File: src/rtl/cpu_pkg.sv
// Shared datapath defaults for the CPU select/encode path, plus the index-width helper.
package cpu_pkg;

  localparam int NUM_REGS_DEF = 16;
  localparam int DATA_W_DEF   = 32;
  localparam int RA_LSB_DEF   = 23;
  localparam int RB_LSB_DEF   = 19;
  localparam int RC_LSB_DEF   = 15;
  localparam int IMM_W_DEF    = 19;

  // Width of a register index; never narrower than one bit.
  function automatic int idx_width(input int n);
    int w;
    w = 1;
    while ((1 << w) < n) w++;
    return w;
  endfunction

  localparam int IDX_W_DEF = idx_width(NUM_REGS_DEF);

  typedef logic [IDX_W_DEF-1:0] reg_idx_t;

endpackage

File: src/rtl/reg_pending_scoreboard.sv
// One pending-write bit per register. A set wins over a clear to the same index,
// and a query can be bypassed by a write retiring in the same cycle.
module reg_pending_scoreboard #(
  parameter int NUM_REGS = 16,
  parameter int IDX_W    = 4
) (
  input  logic             clk_i,
  input  logic             srst_i,
  input  logic             set_en_i,
  input  logic [IDX_W-1:0] set_idx_i,
  input  logic             clr_en_i,
  input  logic [IDX_W-1:0] clr_idx_i,
  input  logic [IDX_W-1:0] query_idx_i,
  input  logic             bypass_i,
  output logic             is_pending_o
);

  logic [NUM_REGS-1:0] pending_q, pending_d;
  logic [NUM_REGS-1:0] set_hit, clr_hit, query_hit;

  // Indices at or above NUM_REGS match no bit, so they are silently ignored.
  genvar gi;
  generate
    for (gi = 0; gi < NUM_REGS; gi++) begin : g_bit
      assign set_hit[gi]   = set_en_i && (set_idx_i == IDX_W'(gi));
      assign clr_hit[gi]   = clr_en_i && (clr_idx_i == IDX_W'(gi));
      assign query_hit[gi] = (query_idx_i == IDX_W'(gi));
      assign pending_d[gi] = set_hit[gi] | (pending_q[gi] & ~clr_hit[gi]);
    end
  endgenerate

  always_ff @(posedge clk_i) begin
    if (srst_i) begin
      pending_q <= '0;
    end else begin
      pending_q <= pending_d;
    end
  end

  assign is_pending_o = (|(pending_q & query_hit)) & ~bypass_i;

endmodule

File: src/rtl/reg_select_encode_unit.sv
// Registered-IR register select/encode: one-hot regfile enables, sign-extended
// C constant, and a stall when a read hits a register with a pending write.
module reg_select_encode_unit
  import cpu_pkg::*;
#(
  parameter int  NUM_REGS = NUM_REGS_DEF,
  parameter int  DATA_W   = DATA_W_DEF,
  parameter int  RA_LSB   = RA_LSB_DEF,
  parameter int  RB_LSB   = RB_LSB_DEF,
  parameter int  RC_LSB   = RC_LSB_DEF,
  parameter int  IMM_W    = IMM_W_DEF,
  localparam int IDX_W    = idx_width(NUM_REGS)
) (
  input  logic                clock,
  input  logic                clear,
  input  logic                ir_load,
  input  logic [DATA_W-1:0]   IR_in,
  input  logic                Gra,
  input  logic                Grb,
  input  logic                Grc,
  input  logic                Rin,
  input  logic                Rout,
  input  logic                BAout,
  input  logic                wr_issue,
  input  logic                wr_done,
  input  logic [IDX_W-1:0]    wr_done_idx,
  output logic [NUM_REGS-1:0] RXin,
  output logic [NUM_REGS-1:0] RXout,
  output logic                BAzero,
  output logic [DATA_W-1:0]   CSignExtended,
  output logic                stall,
  output logic                sel_invalid
);

  logic [DATA_W-1:0]   ir_q, ir_d;
  logic [IDX_W-1:0]    sel_q, sel_d, sel;
  logic [IDX_W-1:0]    ra_idx, rb_idx, rc_idx;
  logic [NUM_REGS-1:0] sel_oh;
  logic                rd_en, ba_r0, bypass, sel_pending;
  logic                unused_ir;

  assign ra_idx = ir_q[RA_LSB +: IDX_W];
  assign rb_idx = ir_q[RB_LSB +: IDX_W];
  assign rc_idx = ir_q[RC_LSB +: IDX_W];

  // With no strobe the previous selection is held so multi-step reads stay put.
  always_comb begin
    sel = sel_q;
    if (Gra)      sel = ra_idx;
    else if (Grb) sel = rb_idx;
    else if (Grc) sel = rc_idx;
    sel_d = sel;
    ir_d  = ir_load ? IR_in : ir_q;
  end

  always_ff @(posedge clock) begin
    if (clear) begin
      ir_q  <= '0;
      sel_q <= '0;
    end else begin
      ir_q  <= ir_d;
      sel_q <= sel_d;
    end
  end

  // An out-of-range selection decodes to no bit at all.
  genvar gi;
  generate
    for (gi = 0; gi < NUM_REGS; gi++) begin : g_oh
      assign sel_oh[gi] = (sel == IDX_W'(gi));
    end
  endgenerate

  assign rd_en       = Rout | BAout;
  assign ba_r0       = BAout && (sel == '0);
  assign sel_invalid = (32'(sel) >= NUM_REGS);
  assign BAzero      = ba_r0;
  assign RXout       = (rd_en && !ba_r0) ? sel_oh : '0;
  assign RXin        = (Rin && !rd_en) ? sel_oh : '0;

  assign CSignExtended = {{(DATA_W-IMM_W){ir_q[IMM_W-1]}}, ir_q[IMM_W-1:0]};

  assign bypass = wr_done && (wr_done_idx == sel);

  reg_pending_scoreboard #(
    .NUM_REGS (NUM_REGS),
    .IDX_W    (IDX_W)
  ) u_scoreboard (
    .clk_i        (clock),
    .srst_i       (clear),
    .set_en_i     (wr_issue),
    .set_idx_i    (ra_idx),
    .clr_en_i     (wr_done),
    .clr_idx_i    (wr_done_idx),
    .query_idx_i  (sel),
    .bypass_i     (bypass),
    .is_pending_o (sel_pending)
  );

  // Stall is advisory; the enables stay live and the control unit holds its step.
  assign stall = rd_en & sel_pending;

  assign unused_ir = ^ir_q;

endmodule
File: config.mk
export PLATFORM = sky130hd
export DESIGN_NAME = reg_select_encode_unit
export DESIGN_NICKNAME = d
export VERILOG_FILES = /design/src/rtl/cpu_pkg.sv /design/src/rtl/reg_pending_scoreboard.sv /design/src/rtl/reg_select_encode_unit.sv
export SDC_FILE = /design/constraint.sdc
export NUM_CORES = 1
export LEC_CHECK = 0
export ABC_AREA = 0
export ABC_CLOCK_PERIOD_IN_PS = 2150
export CAP_MARGIN = 15
export CELL_PAD_IN_SITES_DETAIL_PLACEMENT = 0
export CELL_PAD_IN_SITES_GLOBAL_PLACEMENT = 1
export CORE_UTILIZATION = 27
export CTS_CLUSTER_DIAMETER = 30
export DETAILED_ROUTE_END_ITERATION = 6
export PLACE_DENSITY_LB_ADDON = 0.05
export SLEW_MARGIN = 30
export SYNTH_ARGS = -nofsm -noshare
export SYNTH_HDL_FRONTEND = slang
export SYNTH_SLANG_ARGS = --single-unit
File: constraint.sdc
create_clock -name clock -period 2.15 [get_ports clock]
set_input_delay 0.43 -clock clock [delete_from_list [all_inputs] [get_ports clock]]
set_output_delay 0.43 -clock clock [all_outputs]
set_load 0.1 [all_outputs]
==> run metrics, run 1 <==
leading post-synthesis cells by cell area=dfxtp_1, mux2i_1, buf_4; Worst IR Drop VDD=0.236 mV; die height=103 µm; GRT Util Overall=17.9%; CP endpoint kind=output port; layout cell share with drive strength beyond 1=48.7%; Clock power frac=19.9%; Core Area=9820 µm²; Hold Vio Cnt, Final=0; Mean Syn Cell Area=7.87 µm²; Post-synth EDFFs=0; nets@finish=about 540; Fin Clk Skew=between 0.01 and 0.015 ns; Ports=~110; Via Count=2925; Syn Nets=395; Worst-Skew Late Latency=0.30 ns; NetSw=between 1 and 1.5 mW; Std-Cell Rows=36; Area growth, synth to finish=98.2%; Design Power=2.75 mW; Setup-failing EPs final=34; diode count=0; internal power=1.64 mW; CTS root buf=clkbuf_8; power share of the combinational group=45.9%; CTS tree=built; Unique masters post-synth=45; PD cells=approximately 500 nW/µm²; maxcap violations=0; fin crit share=124%; Finished Cell Area=5430 µm²; most frequent cells after synthesis=nor2_1, dfxtp_1, buf_4; initial antenna violation count=0; sw frac=40.3%; post-route minimum period=2.66 ns; Routed Wire Length=approximately 9 mm; DIE AREA=10600 µm²; sequential share of power=around 34%; fmax=0.376 GHz; total gr overflow=0; initial DRC count=90; DP HPWL=7.00 mm; post-synthesis cell area=2740 µm²; PortBufs=107; via/cell ratio=~4.7; cts bufs inserted=5; sequential share of the synthesized area=34.4%; Fin Setup TNS=-11.92 ns; Area after DPL=4970 µm²; RSZ-0062 raised after global routing=yes; WS Path Type=in -> out; CTS H-tree lvls=2; CP startpoint kind=input pin; failing checks=negative setup slack; clock sinks=47; LEAKAGE=between 2 and 2.5 nW; DR pass1 iterations=4; worst slack, placed=-1.09 ns; first-pass GRT wire length=14.5 mm; Worst Path Arrival=2.23 ns; Worst-path clk slew=0.09 ns; DRT antenna net count=0; Initial Util=27.9%; Async S/R FF share, synth=0%; synthesized flop and latch total=47; Final Max Slew Viols=0; fin worst setup slack=-0.511 ns; status=finished, violations left; Die Wd=103 µm; clk buf depth=2; Crit path required time=1.72 ns; routed length per instance=14.4 µm; leading area contributor after synthesis=dfxtp_1; GP Congestion=0.837; Max FO, Critical Path=7; vias in the first global route=2868; main flop type after synthesis=dfxtp_1; Remaining DRCs=0; Util after Layout=55.3%; number of synthesis warnings=0; most frequent cell after synthesis=nor2_1; Hold WC Path Type=reg -> reg; share of the synthesized area in the top cell type=34.4%; largest net degree at the start of global routing=27; Syn Inst Count=between 300 and 400
[area by class of cell]
| class | count | area, µm² |
|---|---|---|
| clock buffers | 6 | 72.6 |
| fillers | 935 | 4390 |
| well taps | 133 | 166 |
| flip-flops and latches | 47 | 947 |
| multi-input cells | 244 | 1950 |
| clock inverters | 2 | 16.3 |
| inverters | 9 | 33.8 |
| repair buffers | 187 | 2250 |
[per-layer routing]
layer,wire length (µm),vias to the layer above,global-route usage (%)
met5,0,-,0
li1,-,1461,-
met2,4400,87,30.3
met3,430,8,2.85
met1,4120,1369,23.4
met4,88,0,4.84
[state kept, by name (all words and copies together) (netlist names)]
name and flops:
sel_q 4, u_scoreboard.pending_q 16, ir_q 27
[worst paths after layout]
check	from	endpoint	slack (ns)	depth (start not counted)
setup / recovery	Grc	stall	-0.51	11
hold / removal	u_scoreboard.pending_q[10]$_SDFF_PP0_	u_scoreboard.pending_q[10]$_SDFF_PP0_	0.48	2
setup reg to reg	sel_q[2]$_SDFF_PP0_	sel_q[2]$_SDFF_PP0_	0.73	5
hold reg to reg	u_scoreboard.pending_q[10]$_SDFF_PP0_	u_scoreboard.pending_q[10]$_SDFF_PP0_	0.48	2
[metrics by stage]
step	cells	hold slack (ns)
finish	628	0.484
global route	628	0.511
CTS	628	0.486
detailed placement	607	0.470
global placement	607	0.469
floorplan	348	0.450
[logic make-up (layout without fill, tap and decap cells)]
family / after synthesis / in the layout / share of synthesized area, %
AO/OA/AOI/OAI: 65 / 65 / 15.7
XOR/XNOR: 4 / 4 / 1.28
flip-flops: 47 / 47 / 34.4
multiplexers: 32 / 32 / 12.0
buffers and inverters: 57 / 204 / 12.9
AND/OR/NAND/NOR: 142 / 142 / 23.6
other: 1 / 1 / 0.137
[power by group through the flow]
stage / clock, mW / sequential [mW] / combinational (mW)
3_5_place_dp: 0 / 0.955 / 1.16
6_report: 0.549 / 0.940 / 1.26
3_3_place_gp: 0 / 0.955 / 1.16
2_1_floorplan: 0 / 0.954 / 0.758
5_1_grt: 0.617 / 0.945 / 1.32
4_1_cts: 0.578 / 0.939 / 1.26
[layout by cell type (no fill, tap or decap), types with 3 or more instances in the layout]
cell / netlist / final
nor2_4: 0 / 20
mux2i_4: 0 / 3
nor2_1: 66 / 39
buf_6: 0 / 12
buf_4: 36 / 77
buf_12: 0 / 54
nand3_1: 15 / 10
nand2_1: 28 / 25
buf_2: 4 / 4
clkdlybuf4s50_1: 0 / 36
a21oi_2: 0 / 3
nand4_1: 3 / 3
nand3_4: 0 / 4
dfxtp_1: 47 / 42
mux2i_1: 30 / 28
buf_8: 0 / 3
dfxtp_2: 0 / 5
inv_1: 9 / 9
nand2b_1: 3 / 3
nand2_2: 0 / 3
clkbuf_8: 0 / 5
a221o_2: 0 / 3
xnor2_1: 4 / 3
nor2_2: 1 / 8
nor3_4: 0 / 7
o21ai_2: 0 / 3
o21ai_0: 18 / 17
a21oi_1: 23 / 20
[what timing repair did]
item | 4_1_cts | 5_1_grt
endpoints found under the hold margin | 0 | 0
gates resized for setup | 62 | 16
cloned | 2 | 0
hold buffers | 0 | 0
pin swaps | 23 | 12
buffers inserted | 11 | 2
endpoints found under the setup margin | 34 | 34
[critical path, stage by stage]
cell	delay, ns
buf_8	0.11
buf_6	0.12
mux2i_4	0.18
a221o_2	0.45
buf_6	0.15
nand4_1	0.08
o21ai_1	0.07
nand3_1	0.10
o2111ai_2	0.14
o21a_4	0.23
buf_12	0.16
Note: power is estimated with default switching activity, not from simulation.
==> run 2: changes to the inputs <==
--- a/config.mk
+++ b/config.mk
@@ -8,7 +8,6 @@
 export ABC_AREA = 0
-export ABC_CLOCK_PERIOD_IN_PS = 2150
-export CAP_MARGIN = 15
+export ABC_CLOCK_PERIOD_IN_PS = 2700
 export CELL_PAD_IN_SITES_DETAIL_PLACEMENT = 0
 export CELL_PAD_IN_SITES_GLOBAL_PLACEMENT = 1
-export CORE_UTILIZATION = 27
+export CORE_UTILIZATION = 30
 export CTS_CLUSTER_DIAMETER = 30
==> constraint.sdc (replaced) <==
create_clock -name clock -period 2.7 [get_ports clock]
set_input_delay 0.675 -clock clock [delete_from_list [all_inputs] [get_ports clock]]
set_output_delay 0.675 -clock clock [all_outputs]
set_load 0.1 [all_outputs]
==> run 2 against run 1 <==
Against the previous run:
- the flow still finishes with violations (negative setup slack)
- design area is 0.76% lower
- cell count is 3.5% lower
- combinational power is 20% lower
- count of clock-buffer cells in the layout stayed put
- critical path type unchanged
- largest cell class unchanged
- largest power group unchanged
==> run metrics, run 2 (synthesis gave the netlist of run 1 again) <==
maxcap violations=0 (unchanged); Crit path required time=2.03 ns (+0.31 ns); DIE AREA=9520 µm² (-9.8%); GP Congestion=0.850 (+1.6%); GRT Util Overall=19.3% (+1.5 points); Die Wd=97.6 µm (-5.0%); Area growth, synth to finish=96.7%; Setup-failing EPs final=34 (unchanged); CTS tree=built; Final Max Slew Viols=0 (unchanged); Via Count=2982 (+1.9%); initial antenna violation count=0 (unchanged); status=finished, violations left; Initial Util=31.3% (+3.4 points); cts bufs inserted=5 (unchanged); DR pass1 iterations=4 (unchanged); biggest regs=ir_q: 27 flops, u_scoreboard.pending_q: 16 flops, sel_q: 4 flops; Finished Cell Area=5390 µm² (-0.76%); CP startpoint kind=input pin; layout cell share with drive strength beyond 1=47.6% (-1.1 points); nets@finish=544 (+0.55%); total gr overflow=0 (unchanged); Fin Clk Skew=0.00278 ns (-0.00782 ns); Ports=114 (unchanged); CTS root buf=clkbuf_8; Routed Wire Length=9.13 mm (+1.0%); area occupied by multi-input gates=2040 µm² (+5.0%); Core Area=8760 µm² (-11%); failing checks=negative setup slack; RSZ-0062 raised after global routing=yes; clock sinks=47 (unchanged); relative slew slack=roughly two fifths; Fin Setup TNS=-6.55 ns (+5.37 ns); max FFs per register=27 (unchanged); WS Path Type=in -> out; PD cells=411 nW/µm² (-19%); LEAKAGE=2.12 nW (+0.44%); via/cell ratio=4.92 (+5.6%); Worst IR Drop VDD=0.212 mV (-10%); Max FO, Critical Path=7 (unchanged); fmax=0.321 GHz; dpl cells=577 (-4.9%); die height=97.6 µm (-5.0%); Worst-Skew Late Latency=0.30 ns (about the same); vias in the first global route=2925 (+2.0%); commonest non-fill, non-tap cell in the layout=buf_4; commonest cells after routing, fill and taps aside=buf_4, dfxtp_1, nor2_1, buf_12, clkdlybuf4s50_1; worst slack, placed=-1.24 ns (-0.149 ns); clk buf depth=2 (unchanged); DP HPWL=6.69 mm (-4.5%); Worst-path clk slew=0.09 ns (about the same); routed length per instance=15.1 µm (+4.7%); FF+latch area=941 µm² (-0.66%); R2R setup slack=1.30 ns (+0.57 ns); DRT antenna net count=0 (unchanged); Std-Cell Rows=34 (-5.6%); Hold WC Path Type=reg -> reg; post-route minimum period=3.11 ns; Design Power=2.21 mW (-19%); Hold Vio Cnt, Final=0 (unchanged); first-pass GRT wire length=14.9 mm (+3.1%); Area after DPL=4700 µm² (-5.4%); CTS hold repair buffers=0 (unchanged); largest net degree at the start of global routing=48 (+78%); diode count=0 (unchanged); Worst Max-Slew Pin Slew=0.922 ns; CTS H-tree lvls=2 (unchanged); fin cells=606 (-3.5%); Worst Path Arrival=2.44 ns (+0.21 ns); CP endpoint kind=output port; PortBufs=107 (unchanged); initial DRC count=123 (+37%); Remaining DRCs=0 (unchanged); fin crit share=115%; Largest Register=ir_q; fillers=744 (-20%); fin worst setup slack=-0.414 ns (+0.0971 ns)
==> run 2: layer usage <==
metal | global-route usage, % | vias up | part of all wire [%]
li1 | - | 1477 | -
met3 | 2.88 | 8 | 4.6
met5 | 0 | - | 0
met1 | 24.6 | 1391 | 44
met4 | 4.64 | 0 | 1.2
met2 | 34.2 | 106 | 50
==> run 2: area by class of cell <==
type	count	area share (%)
repair buffers	189	39.9
multi-input cells	245	37.9
flip-flops and latches	47	17.5
well taps	108	2.51
clock buffers	6	1.35
inverters	9	0.627
clock inverters	2	0.302
==> run 2: worst max-delay path, cell delays in order <==
cell,delay [ns]
buf_12,0.11
buf_6,0.11
mux2i_4,0.19
buf_6,0.13
a221o_2,0.45
xnor2_2,0.20
nor3_2,0.05
a31oi_1,0.19
o21a_4,0.16
buf_12,0.16
==> run 2: report_power, final <==
| group | internal, mW | leakage [nW] | switching [mW] | total, mW |
|---|---|---|---|---|
| registers | 0.726 | 0.385 | 0.0231 | 0.749 |
| logic | 0.393 | 1.70 | 0.622 | 1.01 |
| clock network | 0.187 | 0.0418 | 0.264 | 0.451 |
| total | 1.31 | 2.12 | 0.909 | 2.21 |
==> run 2: path summary, 6_finish.rpt <==
kind,start,to,depth (start not counted)
setup / recovery,Grc,stall,10
hold / removal,u_scoreboard.pending_q[12]$_SDFF_PP0_,u_scoreboard.pending_q[12]$_SDFF_PP0_,2
setup reg to reg,ir_q[17]$_SDFFE_PP0P_,sel_q[2]$_SDFF_PP0_,5
hold reg to reg,u_scoreboard.pending_q[12]$_SDFF_PP0_,u_scoreboard.pending_q[12]$_SDFF_PP0_,2
==> run 2: per-stage QoR <==
| step | utilization, % | hold WS (ns) |
|---|---|---|
| 2_1_floorplan | - | 0.450 |
| 3_3_place_gp | 53.7 | 0.468 |
| 3_5_place_dp | 53.7 | 0.480 |
| 4_1_cts | 60.7 | 0.497 |
| 5_1_grt | 61.5 | 0.519 |
| 6_report | 61.5 | 0.485 |
==> run 2: what timing repair did <==
action | in CTS | in global routing
endpoints found under the setup margin | 34 | 34
buffers inserted | 19 | 4
pin swaps | 39 | 15
gates resized for setup | 99 | 16
cloned | 3 | 0
==> run 3: changes to the inputs <==
Settings changed: HOLD_SLACK_MARGIN set to 0.15.
==> results of run 3 <==
The final DEF is identical to that of run 2; final timing and power are the same.
